--- src/rtl/reorder_buffer_pkg.sv ---
// ============================================================================
// Module  : reorder_buffer_pkg
// Brief   : Shared ROB width, depth, entry type codes and entry record.
// Revision: 1.0 - initial release
// ============================================================================
`default_nettype none

`ifndef ROB_WIDTH
`define ROB_WIDTH 3
`endif

package reorder_buffer_pkg;

    localparam int ROB_W = `ROB_WIDTH;
    localparam int DEPTH = 1 << `ROB_WIDTH;

    typedef enum logic [1:0] {
        ROB_T_REG = 2'd0,
        ROB_T_BR  = 2'd1,
        ROB_T_ST  = 2'd2
    } rob_type_e;

    typedef struct packed {
        logic        ready;
        rob_type_e   typ;
        logic [4:0]  rd;
        logic [31:0] pc;
        logic        pred;
        logic [31:0] val;
        logic        taken;
        logic [31:0] target;
    } rob_entry_t;

    function automatic logic [31:0] redirect_target(input rob_entry_t e);
        return e.taken ? e.target : e.pc + 32'd4;
    endfunction

endpackage

`default_nettype wire

--- src/rtl/reorder_buffer_if.sv ---
// ============================================================================
// Module  : reorder_buffer_if
// Brief   : Issue, writeback, operand search and commit bus of the ROB.
// Revision: 1.0 - initial release
// ============================================================================
`default_nettype none

interface reorder_buffer_if;
    import reorder_buffer_pkg::*;

    logic             issue_valid;
    logic [1:0]       issue_type;
    logic [4:0]       issue_rd;
    logic [31:0]      issue_pc;
    logic             issue_pred_taken;
    logic             issue_ready_now;
    logic [31:0]      issue_val;
    logic [ROB_W-1:0] issue_rob_id;
    logic             rob_full;
    logic             rob_empty;

    logic             alu_wb_valid;
    logic [ROB_W-1:0] alu_wb_rob_id;
    logic [31:0]      alu_wb_val;
    logic             alu_wb_taken;
    logic [31:0]      alu_wb_target;
    logic             lsb_wb_valid;
    logic [ROB_W-1:0] lsb_wb_rob_id;
    logic [31:0]      lsb_wb_val;

    logic [ROB_W-1:0] search_rob_id_1;
    logic [ROB_W-1:0] search_rob_id_2;
    logic             search_ready_1;
    logic             search_ready_2;
    logic [31:0]      search_val_1;
    logic [31:0]      search_val_2;

    logic             commit_ready;
    logic [4:0]       commit_reg_id;
    logic [31:0]      commit_val;
    logic [ROB_W-1:0] commit_rob_id;
    logic             commit_store;
    logic             clear;
    logic [31:0]      redirect_pc;

    modport master (
        output issue_valid, issue_type, issue_rd, issue_pc, issue_pred_taken,
               issue_ready_now, issue_val,
               alu_wb_valid, alu_wb_rob_id, alu_wb_val, alu_wb_taken, alu_wb_target,
               lsb_wb_valid, lsb_wb_rob_id, lsb_wb_val,
               search_rob_id_1, search_rob_id_2,
        input  issue_rob_id, rob_full, rob_empty,
               search_ready_1, search_ready_2, search_val_1, search_val_2,
               commit_ready, commit_reg_id, commit_val, commit_rob_id, commit_store,
               clear, redirect_pc
    );

    modport slave (
        input  issue_valid, issue_type, issue_rd, issue_pc, issue_pred_taken,
               issue_ready_now, issue_val,
               alu_wb_valid, alu_wb_rob_id, alu_wb_val, alu_wb_taken, alu_wb_target,
               lsb_wb_valid, lsb_wb_rob_id, lsb_wb_val,
               search_rob_id_1, search_rob_id_2,
        output issue_rob_id, rob_full, rob_empty,
               search_ready_1, search_ready_2, search_val_1, search_val_2,
               commit_ready, commit_reg_id, commit_val, commit_rob_id, commit_store,
               clear, redirect_pc
    );

endinterface

`default_nettype wire

--- src/rtl/reorder_buffer_search_port.sv ---
// ============================================================================
// Module  : rob_search_port
// Brief   : Operand lookup by ROB id; ROB_SEARCH_FWD_EN adds writeback bypass.
// Revision: 1.0 - initial release
// ============================================================================
`default_nettype none

module rob_search_port
    import reorder_buffer_pkg::*;
(
    input  logic [ROB_W-1:0]       search_id_i,
    input  logic [DEPTH-1:0]       busy_i,
    input  logic [DEPTH-1:0]       ready_i,
    input  logic [DEPTH-1:0][31:0] val_i,
    input  logic                   alu_wb_valid_i,
    input  logic [ROB_W-1:0]       alu_wb_id_i,
    input  logic [31:0]            alu_wb_val_i,
    input  logic                   lsb_wb_valid_i,
    input  logic [ROB_W-1:0]       lsb_wb_id_i,
    input  logic [31:0]            lsb_wb_val_i,
    output logic                   ready_o,
    output logic [31:0]            val_o
);

    logic w_hit;
    assign w_hit = busy_i[search_id_i] && ready_i[search_id_i];

`ifdef ROB_SEARCH_FWD_EN
    // Writeback valids arrive pre-qualified; LSB is evaluated last so it wins.
    always_comb begin
        ready_o = w_hit;
        val_o   = w_hit ? val_i[search_id_i] : 32'd0;
        if (alu_wb_valid_i && (alu_wb_id_i == search_id_i)) begin
            ready_o = 1'b1;
            val_o   = alu_wb_val_i;
        end
        if (lsb_wb_valid_i && (lsb_wb_id_i == search_id_i)) begin
            ready_o = 1'b1;
            val_o   = lsb_wb_val_i;
        end
    end
`else
    assign ready_o = w_hit;
    assign val_o   = w_hit ? val_i[search_id_i] : 32'd0;

    logic w_unused_fwd;
    assign w_unused_fwd = ^{alu_wb_valid_i, alu_wb_id_i, alu_wb_val_i,
                            lsb_wb_valid_i, lsb_wb_id_i, lsb_wb_val_i};
`endif

endmodule

`default_nettype wire

--- src/rtl/reorder_buffer.sv ---
// ============================================================================
// Module  : reorder_buffer
// Brief   : In-order retiring circular ROB with mispredict flush.
//           Optional macro ROB_SEARCH_FWD_EN enables search bypass.
// Revision: 1.0 - initial release
// ============================================================================
`default_nettype none

module reorder_buffer
    import reorder_buffer_pkg::*;
(
    input  logic            clk_in,
    input  logic            rst_n_in,
    input  logic            rdy_in,
    reorder_buffer_if.slave bus
);

    localparam logic [ROB_W:0] c_depth = (ROB_W+1)'(DEPTH);

    logic [ROB_W-1:0] head_q, head_d;
    logic [ROB_W-1:0] tail_q, tail_d;
    logic [ROB_W:0]   count_q, count_d;
    logic [DEPTH-1:0] busy_q;
    rob_entry_t       ent_q [DEPTH];

    logic             commit_ready_q;
    logic [4:0]       commit_reg_id_q;
    logic [31:0]      commit_val_q;
    logic [ROB_W-1:0] commit_rob_id_q;
    logic             commit_store_q;
    logic             clear_q;
    logic [31:0]      redirect_pc_q;

    rob_entry_t             w_head;
    logic                   w_full;
    logic                   w_commit;
    logic                   w_mispredict;
    logic                   w_issue;
    logic                   w_alu_wr;
    logic                   w_lsb_wr;
    logic [DEPTH-1:0]       w_ready;
    logic [DEPTH-1:0][31:0] w_val;

    assign w_head       = ent_q[head_q];
    assign w_full       = (count_q == c_depth);
    assign w_commit     = !clear_q && busy_q[head_q] && w_head.ready;
    assign w_mispredict = w_commit && (w_head.typ == ROB_T_BR) && (w_head.taken != w_head.pred);
    assign w_issue      = bus.issue_valid && !w_full && !clear_q && !w_mispredict;
    assign w_alu_wr     = !clear_q && bus.alu_wb_valid && busy_q[bus.alu_wb_rob_id];
    assign w_lsb_wr     = !clear_q && bus.lsb_wb_valid && busy_q[bus.lsb_wb_rob_id];

    always_comb begin
        head_d  = head_q;
        tail_d  = tail_q;
        count_d = count_q;
        if (w_mispredict) begin
            head_d  = '0;
            tail_d  = '0;
            count_d = '0;
        end else begin
            if (w_commit) head_d = head_q + ROB_W'(1);
            if (w_issue)  tail_d = tail_q + ROB_W'(1);
            if (w_issue && !w_commit)      count_d = count_q + (ROB_W+1)'(1);
            else if (!w_issue && w_commit) count_d = count_q - (ROB_W+1)'(1);
        end
    end

    always_ff @(posedge clk_in or negedge rst_n_in) begin
        if (!rst_n_in) begin
            head_q          <= '0;
            tail_q          <= '0;
            count_q         <= '0;
            busy_q          <= '0;
            for (int i = 0; i < DEPTH; i++) ent_q[i] <= '0;
            commit_ready_q  <= 1'b0;
            commit_reg_id_q <= '0;
            commit_val_q    <= '0;
            commit_rob_id_q <= '0;
            commit_store_q  <= 1'b0;
            clear_q         <= 1'b0;
            redirect_pc_q   <= '0;
        end else if (rdy_in) begin
            if (clear_q) begin
                // Flush cycle: only the pulses fall, everything else waits.
                clear_q         <= 1'b0;
                commit_ready_q  <= 1'b0;
                commit_store_q  <= 1'b0;
                commit_reg_id_q <= '0;
            end else begin
                head_q          <= head_d;
                tail_q          <= tail_d;
                count_q         <= count_d;
                commit_ready_q  <= w_commit;
                commit_store_q  <= w_commit && (w_head.typ == ROB_T_ST);
                commit_reg_id_q <= (w_commit && (w_head.typ == ROB_T_REG)) ? w_head.rd : 5'd0;
                if (w_commit) begin
                    commit_val_q    <= w_head.val;
                    commit_rob_id_q <= head_q;
                    busy_q[head_q]  <= 1'b0;
                end
                if (w_alu_wr) begin
                    ent_q[bus.alu_wb_rob_id].ready  <= 1'b1;
                    ent_q[bus.alu_wb_rob_id].val    <= bus.alu_wb_val;
                    ent_q[bus.alu_wb_rob_id].taken  <= bus.alu_wb_taken;
                    ent_q[bus.alu_wb_rob_id].target <= bus.alu_wb_target;
                end
                if (w_lsb_wr) begin
                    ent_q[bus.lsb_wb_rob_id].ready <= 1'b1;
                    ent_q[bus.lsb_wb_rob_id].val   <= bus.lsb_wb_val;
                end
                if (w_issue) begin
                    busy_q[tail_q] <= 1'b1;
                    ent_q[tail_q]  <= '{ready:  bus.issue_ready_now,
                                        typ:    rob_type_e'(bus.issue_type),
                                        rd:     bus.issue_rd,
                                        pc:     bus.issue_pc,
                                        pred:   bus.issue_pred_taken,
                                        val:    bus.issue_val,
                                        taken:  1'b0,
                                        target: 32'd0};
                end
                if (w_mispredict) begin
                    clear_q       <= 1'b1;
                    redirect_pc_q <= redirect_target(w_head);
                    busy_q        <= '0;
                end
            end
        end
    end

    for (genvar i = 0; i < DEPTH; i++) begin : g_flat
        assign w_ready[i] = ent_q[i].ready;
        assign w_val[i]   = ent_q[i].val;
    end

    rob_search_port u_search_1 (
        .search_id_i    (bus.search_rob_id_1),
        .busy_i         (busy_q),
        .ready_i        (w_ready),
        .val_i          (w_val),
        .alu_wb_valid_i (w_alu_wr),
        .alu_wb_id_i    (bus.alu_wb_rob_id),
        .alu_wb_val_i   (bus.alu_wb_val),
        .lsb_wb_valid_i (w_lsb_wr),
        .lsb_wb_id_i    (bus.lsb_wb_rob_id),
        .lsb_wb_val_i   (bus.lsb_wb_val),
        .ready_o        (bus.search_ready_1),
        .val_o          (bus.search_val_1)
    );

    rob_search_port u_search_2 (
        .search_id_i    (bus.search_rob_id_2),
        .busy_i         (busy_q),
        .ready_i        (w_ready),
        .val_i          (w_val),
        .alu_wb_valid_i (w_alu_wr),
        .alu_wb_id_i    (bus.alu_wb_rob_id),
        .alu_wb_val_i   (bus.alu_wb_val),
        .lsb_wb_valid_i (w_lsb_wr),
        .lsb_wb_id_i    (bus.lsb_wb_rob_id),
        .lsb_wb_val_i   (bus.lsb_wb_val),
        .ready_o        (bus.search_ready_2),
        .val_o          (bus.search_val_2)
    );

    assign bus.issue_rob_id  = tail_q;
    assign bus.rob_full      = w_full;
    assign bus.rob_empty     = (count_q == '0);
    assign bus.commit_ready  = commit_ready_q;
    assign bus.commit_reg_id = commit_reg_id_q;
    assign bus.commit_val    = commit_val_q;
    assign bus.commit_rob_id = commit_rob_id_q;
    assign bus.commit_store  = commit_store_q;
    assign bus.clear         = clear_q;
    assign bus.redirect_pc   = redirect_pc_q;

endmodule

`default_nettype wire
--- src/flat_wrapper.sv ---
// flat-port wrapper written by rule: the top's interface ports become plain ports
module reorder_buffer_flat import reorder_buffer_pkg::*;
  (clk_in, rst_n_in, rdy_in, bus_issue_valid, bus_issue_type, bus_issue_rd, bus_issue_pc, bus_issue_pred_taken, bus_issue_ready_now, bus_issue_val, bus_alu_wb_valid, bus_alu_wb_rob_id, bus_alu_wb_val, bus_alu_wb_taken, bus_alu_wb_target, bus_lsb_wb_valid, bus_lsb_wb_rob_id, bus_lsb_wb_val, bus_search_rob_id_1, bus_search_rob_id_2, bus_issue_rob_id, bus_rob_full, bus_rob_empty, bus_search_ready_1, bus_search_ready_2, bus_search_val_1, bus_search_val_2, bus_commit_ready, bus_commit_reg_id, bus_commit_val, bus_commit_rob_id, bus_commit_store, bus_clear, bus_redirect_pc);
  reorder_buffer_if bus_i ();
  input  logic clk_in;
  input  logic rst_n_in;
  input  logic rdy_in;
  input wire logic [$bits(bus_i.issue_valid)-1:0] bus_issue_valid;
  input wire logic [$bits(bus_i.issue_type)-1:0] bus_issue_type;
  input wire logic [$bits(bus_i.issue_rd)-1:0] bus_issue_rd;
  input wire logic [$bits(bus_i.issue_pc)-1:0] bus_issue_pc;
  input wire logic [$bits(bus_i.issue_pred_taken)-1:0] bus_issue_pred_taken;
  input wire logic [$bits(bus_i.issue_ready_now)-1:0] bus_issue_ready_now;
  input wire logic [$bits(bus_i.issue_val)-1:0] bus_issue_val;
  input wire logic [$bits(bus_i.alu_wb_valid)-1:0] bus_alu_wb_valid;
  input wire logic [$bits(bus_i.alu_wb_rob_id)-1:0] bus_alu_wb_rob_id;
  input wire logic [$bits(bus_i.alu_wb_val)-1:0] bus_alu_wb_val;
  input wire logic [$bits(bus_i.alu_wb_taken)-1:0] bus_alu_wb_taken;
  input wire logic [$bits(bus_i.alu_wb_target)-1:0] bus_alu_wb_target;
  input wire logic [$bits(bus_i.lsb_wb_valid)-1:0] bus_lsb_wb_valid;
  input wire logic [$bits(bus_i.lsb_wb_rob_id)-1:0] bus_lsb_wb_rob_id;
  input wire logic [$bits(bus_i.lsb_wb_val)-1:0] bus_lsb_wb_val;
  input wire logic [$bits(bus_i.search_rob_id_1)-1:0] bus_search_rob_id_1;
  input wire logic [$bits(bus_i.search_rob_id_2)-1:0] bus_search_rob_id_2;
  output wire logic [$bits(bus_i.issue_rob_id)-1:0] bus_issue_rob_id;
  output wire logic [$bits(bus_i.rob_full)-1:0] bus_rob_full;
  output wire logic [$bits(bus_i.rob_empty)-1:0] bus_rob_empty;
  output wire logic [$bits(bus_i.search_ready_1)-1:0] bus_search_ready_1;
  output wire logic [$bits(bus_i.search_ready_2)-1:0] bus_search_ready_2;
  output wire logic [$bits(bus_i.search_val_1)-1:0] bus_search_val_1;
  output wire logic [$bits(bus_i.search_val_2)-1:0] bus_search_val_2;
  output wire logic [$bits(bus_i.commit_ready)-1:0] bus_commit_ready;
  output wire logic [$bits(bus_i.commit_reg_id)-1:0] bus_commit_reg_id;
  output wire logic [$bits(bus_i.commit_val)-1:0] bus_commit_val;
  output wire logic [$bits(bus_i.commit_rob_id)-1:0] bus_commit_rob_id;
  output wire logic [$bits(bus_i.commit_store)-1:0] bus_commit_store;
  output wire logic [$bits(bus_i.clear)-1:0] bus_clear;
  output wire logic [$bits(bus_i.redirect_pc)-1:0] bus_redirect_pc;
  assign bus_i.issue_valid = bus_issue_valid;
  assign bus_i.issue_type = bus_issue_type;
  assign bus_i.issue_rd = bus_issue_rd;
  assign bus_i.issue_pc = bus_issue_pc;
  assign bus_i.issue_pred_taken = bus_issue_pred_taken;
  assign bus_i.issue_ready_now = bus_issue_ready_now;
  assign bus_i.issue_val = bus_issue_val;
  assign bus_i.alu_wb_valid = bus_alu_wb_valid;
  assign bus_i.alu_wb_rob_id = bus_alu_wb_rob_id;
  assign bus_i.alu_wb_val = bus_alu_wb_val;
  assign bus_i.alu_wb_taken = bus_alu_wb_taken;
  assign bus_i.alu_wb_target = bus_alu_wb_target;
  assign bus_i.lsb_wb_valid = bus_lsb_wb_valid;
  assign bus_i.lsb_wb_rob_id = bus_lsb_wb_rob_id;
  assign bus_i.lsb_wb_val = bus_lsb_wb_val;
  assign bus_i.search_rob_id_1 = bus_search_rob_id_1;
  assign bus_i.search_rob_id_2 = bus_search_rob_id_2;
  assign bus_issue_rob_id = bus_i.issue_rob_id;
  assign bus_rob_full = bus_i.rob_full;
  assign bus_rob_empty = bus_i.rob_empty;
  assign bus_search_ready_1 = bus_i.search_ready_1;
  assign bus_search_ready_2 = bus_i.search_ready_2;
  assign bus_search_val_1 = bus_i.search_val_1;
  assign bus_search_val_2 = bus_i.search_val_2;
  assign bus_commit_ready = bus_i.commit_ready;
  assign bus_commit_reg_id = bus_i.commit_reg_id;
  assign bus_commit_val = bus_i.commit_val;
  assign bus_commit_rob_id = bus_i.commit_rob_id;
  assign bus_commit_store = bus_i.commit_store;
  assign bus_clear = bus_i.clear;
  assign bus_redirect_pc = bus_i.redirect_pc;
  reorder_buffer u_core (.clk_in(clk_in), .rst_n_in(rst_n_in), .rdy_in(rdy_in), .bus(bus_i));
endmodule
--- config.mk ---
export PLATFORM = sky130hd
export DESIGN_NAME = reorder_buffer_flat
export DESIGN_NICKNAME = d
export VERILOG_FILES = /design/src/rtl/reorder_buffer_pkg.sv /design/src/rtl/reorder_buffer_if.sv /design/src/rtl/reorder_buffer_search_port.sv /design/src/rtl/reorder_buffer.sv /design/src/flat_wrapper.sv
export SDC_FILE = /design/constraint.sdc
export NUM_CORES = 2
export LEC_CHECK = 0
export CAP_MARGIN = 25
export CORE_ASPECT_RATIO = 0.75
export CORE_MARGIN = 4
export CORE_UTILIZATION = 45
export DETAILED_ROUTE_END_ITERATION = 8
export HOLD_SLACK_MARGIN = 0.12
export PLACE_DENSITY_LB_ADDON = 0.15
export SYNTH_ARGS = -nofsm -noshare
export SYNTH_HDL_FRONTEND = slang
export SYNTH_SLANG_ARGS = --single-unit
--- constraint.sdc ---
create_clock -name clk_in -period 4.5 [get_ports clk_in]
set_clock_uncertainty 0.15 [all_clocks]
set_input_delay 0.45 -clock clk_in [delete_from_list [all_inputs] [get_ports clk_in]]
set_output_delay 0.45 -clock clk_in [all_outputs]
set_load 0.02 [all_outputs]
After elaboration in Yosys (flattened, before gate mapping)
Index checks and enable logic that the tools add are counted.
{"block": "classes", "add_sub_neg": 5, "n_div": 0, "n_mux": 74, "mul": 0, "n_shift": 0, "reduce_logical": 38, "eq_ne": 4, "bitwise_logic": 8, "order_cmp": 15}
{"operator": "$bwmux W848", "count": 7}
{"operator": "$mux W848", "count": 7}
{"operator": "$demux W106 S3", "count": 7}
{"operator": "$mux W106", "count": 5}
{"operator": "$bmux W106 S3", "count": 1}
{"operator": "$bmux W32 S3", "count": 2}
{"operator": "$mux W32", "count": 6}
{"operator": "$mux W65", "count": 2}
{"operator": "$mux W8", "count": 5}
{"operator": "$mux W33", "count": 1}
{"operator": "$add A32 B3 Y32 const B", "count": 1}
{"operator": "$lt A3 B4 Y1 const B", "count": 6}
{"operator": "$logic_and A1 B1 Y1", "count": 22}
{"operator": "$bmux W1 S3", "count": 7}
{"operator": "$ge A4 B4 Y1 const B", "count": 4}
{"operator": "$not A3 Y4", "count": 4}
{"operator": "$reduce_and A3 Y1", "count": 5}
{"operator": "$mux W1", "count": 13}
{"operator": "$lt A4 B1 Y1 const B", "count": 3}
{"operator": "$mux W3", "count": 4}
{"operator": "$mux W4", "count": 3}
{"operator": "$mux W5", "count": 2}
{"operator": "$and A8 B8 Y8", "count": 1}
{"operator": "$not A8 Y8", "count": 1}
{"operator": "other kinds (17)", "count": 25}
{"block": "totals", "latchBits": 0, "register_bits": 941, "output_inout_bits": 146, "n_memories": 0, "romBits": 0, "word_cells": 219, "mem_bits_rw": 0, "inputBits": 188}

Longest topological paths before layout
{"block": "depth", "ltp_word": 19, "mapped_depth": 19, "mapped_depth_nobuf": 16}

By module
From an unflattened synthesis, not the netlist that was laid out.
{"block": "hier_totals", "hier_cells": 5292, "hier_area_um2": 54258.3}
{"mod": "reorder_buffer", "seq_area_each_um2": 23547.6, "area_per_inst_um2": 49055.8, "instances": 1, "cells_each": 4660}
{"mod": "rob_search_port", "seq_area_each_um2": 0.0, "area_per_inst_um2": 2601.2, "instances": 2, "cells_each": 316}

Worst setup path after synthesis
OpenSTA, ideal clock, no wires.
{"block": "synth_path", "path_type": "flip-flop to flip-flop", "from": "reg u_core.head_q[0]", "to": "reg u_core.count_q[3]", "path_stages_with_launch": 19, "synth_period_minus_slack_ns": 3.717, "n_path_buf": 2, "arrival_ns": 3.457, "setup_ns": 0.110, "setup_slack_ns": 0.783, "required_time_ns": 4.240, "cell_sequence": "dfrtp_1 > buf_6 > mux2_1 > a221o_1 > a22oi_2 > nand3_2 > o21ai_4 > buf_4 > nor2_1 > ha_1 > inv_1 > ha_1 > a21o_1 > a21oi_1 > xnor2_1 > nor2_1 > o21ai_0 > nand2_1 > o41ai_1"}
{"block": "synth_via", "elab_chain_len": 13, "word_cells_on_any_way": 22, "cone_classes": "2 x eq/ne; 7 x mux; 1 x bitwise; 12 x reduce/logical"}
{"item": "start, declared", "line": "reorder_buffer.sv:20", "source": "logic [ROB_W-1:0] head_q, head_d;"}
{"item": "start signal, assigned", "line": "reorder_buffer.sv:70", "source": "head_q <= '0;"}
{"item": "start signal, assigned", "line": "reorder_buffer.sv:90", "source": "head_q <= head_d;"}
{"item": "$not A3 Y4 (not written as such)", "line": "reorder_buffer.sv:44", "source": "assign w_head = ent_q[head_q];"}
{"item": "$bmux W106 S3", "line": "reorder_buffer.sv:44"}
{"item": "$mux W106 (not written as such) (2 in series)", "line": "reorder_buffer.sv:44"}
{"item": "$eq A2 B1 Y1 or $logic_and A1 B1 Y1 (tied branches)", "line": "reorder_buffer.sv:47, reorder_buffer.sv:46"}
{"item": "$logic_and A1 B1 Y1 (2 in series)", "line": "reorder_buffer.sv:47", "source": "assign w_mispredict = w_commit && (w_head.typ == ROB_T_BR) && (w_head.taken != w_head.pred);"}
{"item": "$logic_not A1 Y1", "line": "reorder_buffer.sv:48", "source": "assign w_issue = bus.issue_valid && !w_full && !clear_q && !w_mispredict;"}
{"item": "$logic_and A1 B1 Y1", "line": "reorder_buffer.sv:48"}
{"item": "$logic_not A1 Y1", "line": "reorder_buffer.sv:64", "source": "else if (!w_issue && w_commit) count_d = count_q - (ROB_W+1)'(1);"}
{"item": "$logic_and A1 B1 Y1", "line": "reorder_buffer.sv:64"}
{"item": "$reduce_bool A3 Y1 (no source line)"}
{"item": "$reduce_and A3 Y1 (no source line)"}
{"item": "end signal, assigned", "line": "reorder_buffer.sv:92", "source": "count_q <= count_d;"}
{"item": "end, declared", "line": "reorder_buffer.sv:22", "source": "logic [ROB_W:0] count_q, count_d;"}
Parallel ways exist; a longest one is shown, timed or not. The select of a mux whose other input is x is not followed.
A chain may end at the register's enable or synchronous reset.

Worst setup path in the final report
{"block": "layout_path", "from": "reg u_core.busy_q[5]", "to": "out bus_search_val_1[0]"}
{"block": "layout_via", "elab_chain_len": 4}
{"item": "start, declared", "line": "reorder_buffer.sv:23", "source": "logic [DEPTH-1:0] busy_q;"}
{"item": "start signal, assigned", "line": "reorder_buffer.sv:73", "source": "busy_q <= '0;"}
{"item": "start signal, assigned by index", "line": "reorder_buffer.sv:99", "source": "busy_q[head_q] <= 1'b0;"}
{"item": "start signal, assigned by index", "line": "reorder_buffer.sv:112", "source": "busy_q[tail_q] <= 1'b1;"}
{"item": "$bmux W1 S3", "line": "reorder_buffer_search_port.sv:26", "source": "assign w_hit = busy_i[search_id_i] && ready_i[search_id_i];"}
{"item": "$mux W1 (not written as such)", "line": "reorder_buffer_search_port.sv:26"}
{"item": "$logic_and A1 B1 Y1", "line": "reorder_buffer_search_port.sv:26"}
{"item": "$mux W32", "line": "reorder_buffer_search_port.sv:44", "source": "assign val_o = w_hit ? val_i[search_id_i] : 32'd0;"}
{"item": "end, declared", "line": "flat_wrapper.sv:30", "source": "output wire logic [$bits(bus_i.search_val_1)-1:0] bus_search_val_1;"}
No other way between the ends. The select of a mux whose other input is x is not followed.

==> flow_summary.yaml <==
layout:
  stdcell_area_um2: 60400
  drive_gt1_share_pct: 17.6
  final_cell_mix: "dfrtp_1 (938), mux2i_1 (382), nor2_1 (364)"
  final_common_cell: "dfrtp_1"
  syn_to_final_growth_pct: 16.2
  nNetsFinal: 4818
synthesis:
  async_flop_share_pct: 100
  yosysTopAreaCell: "dfrtp_1"
  synthTopCellsByArea: "dfrtp_1 (45%), mux2i_1 (7.4%), mux4_2 (7.1%)"
  synth_fp_nets: 4773
  synth_area_um2: 51900
  synth_edf_count: 0
  seq_area_frac_synth_pct: 45.3
  syn_inst: 4578
  yosysWarnings: 0
  ys_seq_elements: 941
  avgSynthCellArea_um2: 11.3
  yosysTopAreaCellShare_pct: 45.3
  synthFlopType: "dfrtp_1"
  synth_cell_types: 93
critical_path:
  reg2reg_from: "u_core.head_q[2]"
  r2r_slack_ns: 0.35
  crit_family: "multiplexers"
  worstPathMaxFanout: 27
  crit_chain: "nand2_1 > mux4_2 > mux2_2 > nor2_1 > clkdlybuf4s50_1"
  cpPeakStageDelay_ns: 0.70
  arrival_ns: 3.70
  worstPathRequired_ns: 3.90
  crit_type: "reg2out"
  r2r_end: "u_core.bus.redirect_pc[26]"
  cp.depth: 5
  crit_start: "u_core.busy_q[5]"
  worstRegToRegCells: 10
  crit_end: "bus_search_val_1[0]"
  start_kind: "flop"
  end_kind: "primary output"
  slowest_stage: "clkdlybuf4s50_1"
  crit_buf_inv: 1
global_route:
  gr-total-overflow: 0
  antenna_found_initial: 32
  grt_pass1_vias: 42149
  grt_pass1_wl_um: 301000
  grt_use_total_pct: 33.1
  grt_max_degree: 133
clock_network:
  clkTransAtPathRegs_ns: 0.07
  cts_max_path_buffers: 3
  cts_tree: "yes"
  clkLatencyLatePin_ns: 0.72
  cts_max_level: 3
  cts_inserted_buffers: 97
  clock-sinks: 941
  clock-root-buffer: "clkbuf_16"
floorplan:
  initial_core_util_pct: 45.5
  coreArea_um2: 114000
  ioPinCount: 334
  die-height_um: 302
  fp.dieW_um: 400
  std_cell_rows: 107
  die_area_um2: 121000
sta:
  fin_setup_tns_ns: 0
  relSlewSlack_pct: 26.9
  period_share_pct: 95.5
  slew_viol_final: 0
  period_needed_ns: 4.30
  rsz0062_at_grt: "false"
  hold_viol: 0
  worst_pin_slew_ns: 1.07
  fmax_ghz: 0.233
  setup_viol: 0
placed_design:
  io_buffers: 333
  place_area_um2: 57000
  hpwl_um: 120000
  gp_congestion: 0.899
detailed_routing:
  drcViolationCount: 0
  vias_per_cell: 6.95
  drt-pass1-iter-count: 6
  drt-total-wl_um: 206000
  drt_iter0_drc: 5925
  vias: 43444
  antenna_left: 0
  wl_per_cell_um: 32.9
power:
  p_leak_nw: 24.8
  power.density_nw_per_um2: 688
  peakVddDrop_v: 0.000401
min_path:
  hp-class: "in2async"
status:
  outcome: "completed"
job:
  maxCapViolCount: 0
cell families after synthesis:
| family | synth area share (%) |
|---|---|
| adders and majority gates | 0.183 |
| AOI/OAI and AO/OA | 20.9 |
| muxes | 21.4 |
| and+or+nand+nor | 6.94 |
| xor gates and xnor gates | 0.354 |
| DFF | 45.3 |
| buffers and inverters | 4.86 |
cell type report:
class | instances | area (um^2)
tap | 1526 | 1910
antenna | 25 | 62.6
sequential | 941 | 23600
inverter | 23 | 86.3
clock buffer | 148 | 2900
timing repair buffer | 495 | 5270
fill | 9865 | 53700
multi-input combinational | 3065 | 26200
clock inverter | 31 | 408
registers in the layout, indices dropped and copies added, names as in the netlist:
| signal | cells |
|---|---|
| u_core.busy_q | 8 |
| u_core.bus.commit_store | 1 |
| u_core.bus.redirect_pc | 32 |
| u_core.count_q | 4 |
| u_core.bus.commit_rob_id | 3 |
| u_core.bus.clear | 1 |
| u_core.bus.commit_val | 32 |
| u_core.bus.commit_ready | 1 |
| u_core.bus.commit_reg_id | 5 |
| u_core.ent_q | 848 |
| u_core.bus.issue_rob_id | 3 |
| u_core.head_q | 3 |
worst register-to-register path, stage by stage, from the launching register on:
cell and delay (ns):
dfrtp_4 0.45, buf_4 0.34, buf_12 0.35, and2b_1 0.55, a221o_1 0.24, a222oi_1 0.14
or4b_1 0.74, nor4_4 0.60, nand3_1 0.14, a31oi_1 0.23, a21oi_1 0.10
power breakdown:
part | internal (W) | leakage (nW) | switching, W
sequential | 0.0121 | 12.2 | 0.00320
clock | 0.00476 | 1.62 | 0.00374
combinational | 0.00801 | 11.0 | 0.00978
Yosys cell counts, drive strengths merged, types with 25 or more instances:
cell,number
a21oi,65
mux2i,383
a22o,342
mux2,311
nand2,283
a221oi,97
a211oi,227
nand3,25
o21ai,145
o22ai,27
dfrtp,941
buf,278
clkbuf,271
a221o,227
a22oi,106
a31oi,55
nor2,378
mux4,168
what timing repair did:
| action | 4_1_cts | 5_1_grt |
|---|---|---|
| endpoints found under the hold margin | 74 | 0 |
| resized for setup | 0 | 0 |
| setup buffers | 0 | 0 |
| hold buffers | 1 | 0 |
how the worst min path moves through the flow:
stage	start	to	slack [ns]	cells past startpoint
floorplan	rst_n_in	u_core.bus.clear	0.004	0
global placement	u_core.ent_q[711]	u_core.ent_q[711]	0.30	2
detailed placement	u_core.ent_q[708]	u_core.ent_q[708]	0.30	2
CTS	rst_n_in	u_core.ent_q[656]	0.23	2
global route	rst_n_in	u_core.ent_q[444]	0.24	2
finish	rst_n_in	u_core.ent_q[656]	0.21	2
per-layer routing:
layer / track usage, % / share of wire [%] / routed length (um)
met3: 10.2 / 11 / 23500
met2: 46.8 / 42 / 86800
met1: 48.0 / 43 / 87900
met5: 0.507 / 0.078 / 161
met4: 11.6 / 3.6 / 7320
stage by stage:
step | std cells | hold slack [ns] | worst slack, ns | utilization, % | total power (W)
2_1_floorplan | 4578 | 0.00441 | 0.783 | - | 0.0257
3_3_place_gp | 6047 | 0.303 | 0.417 | 50.0 | 0.0322
3_5_place_dp | 6047 | 0.305 | 0.355 | 50.0 | 0.0326
4_1_cts | 6227 | 0.231 | 0.314 | 52.9 | 0.0412
5_1_grt | 6244 | 0.244 | 0.127 | 52.9 | 0.0435
6_report | 6254 | 0.210 | 0.201 | 52.9 | 0.0416
Power figures use the tool's default switching activity.
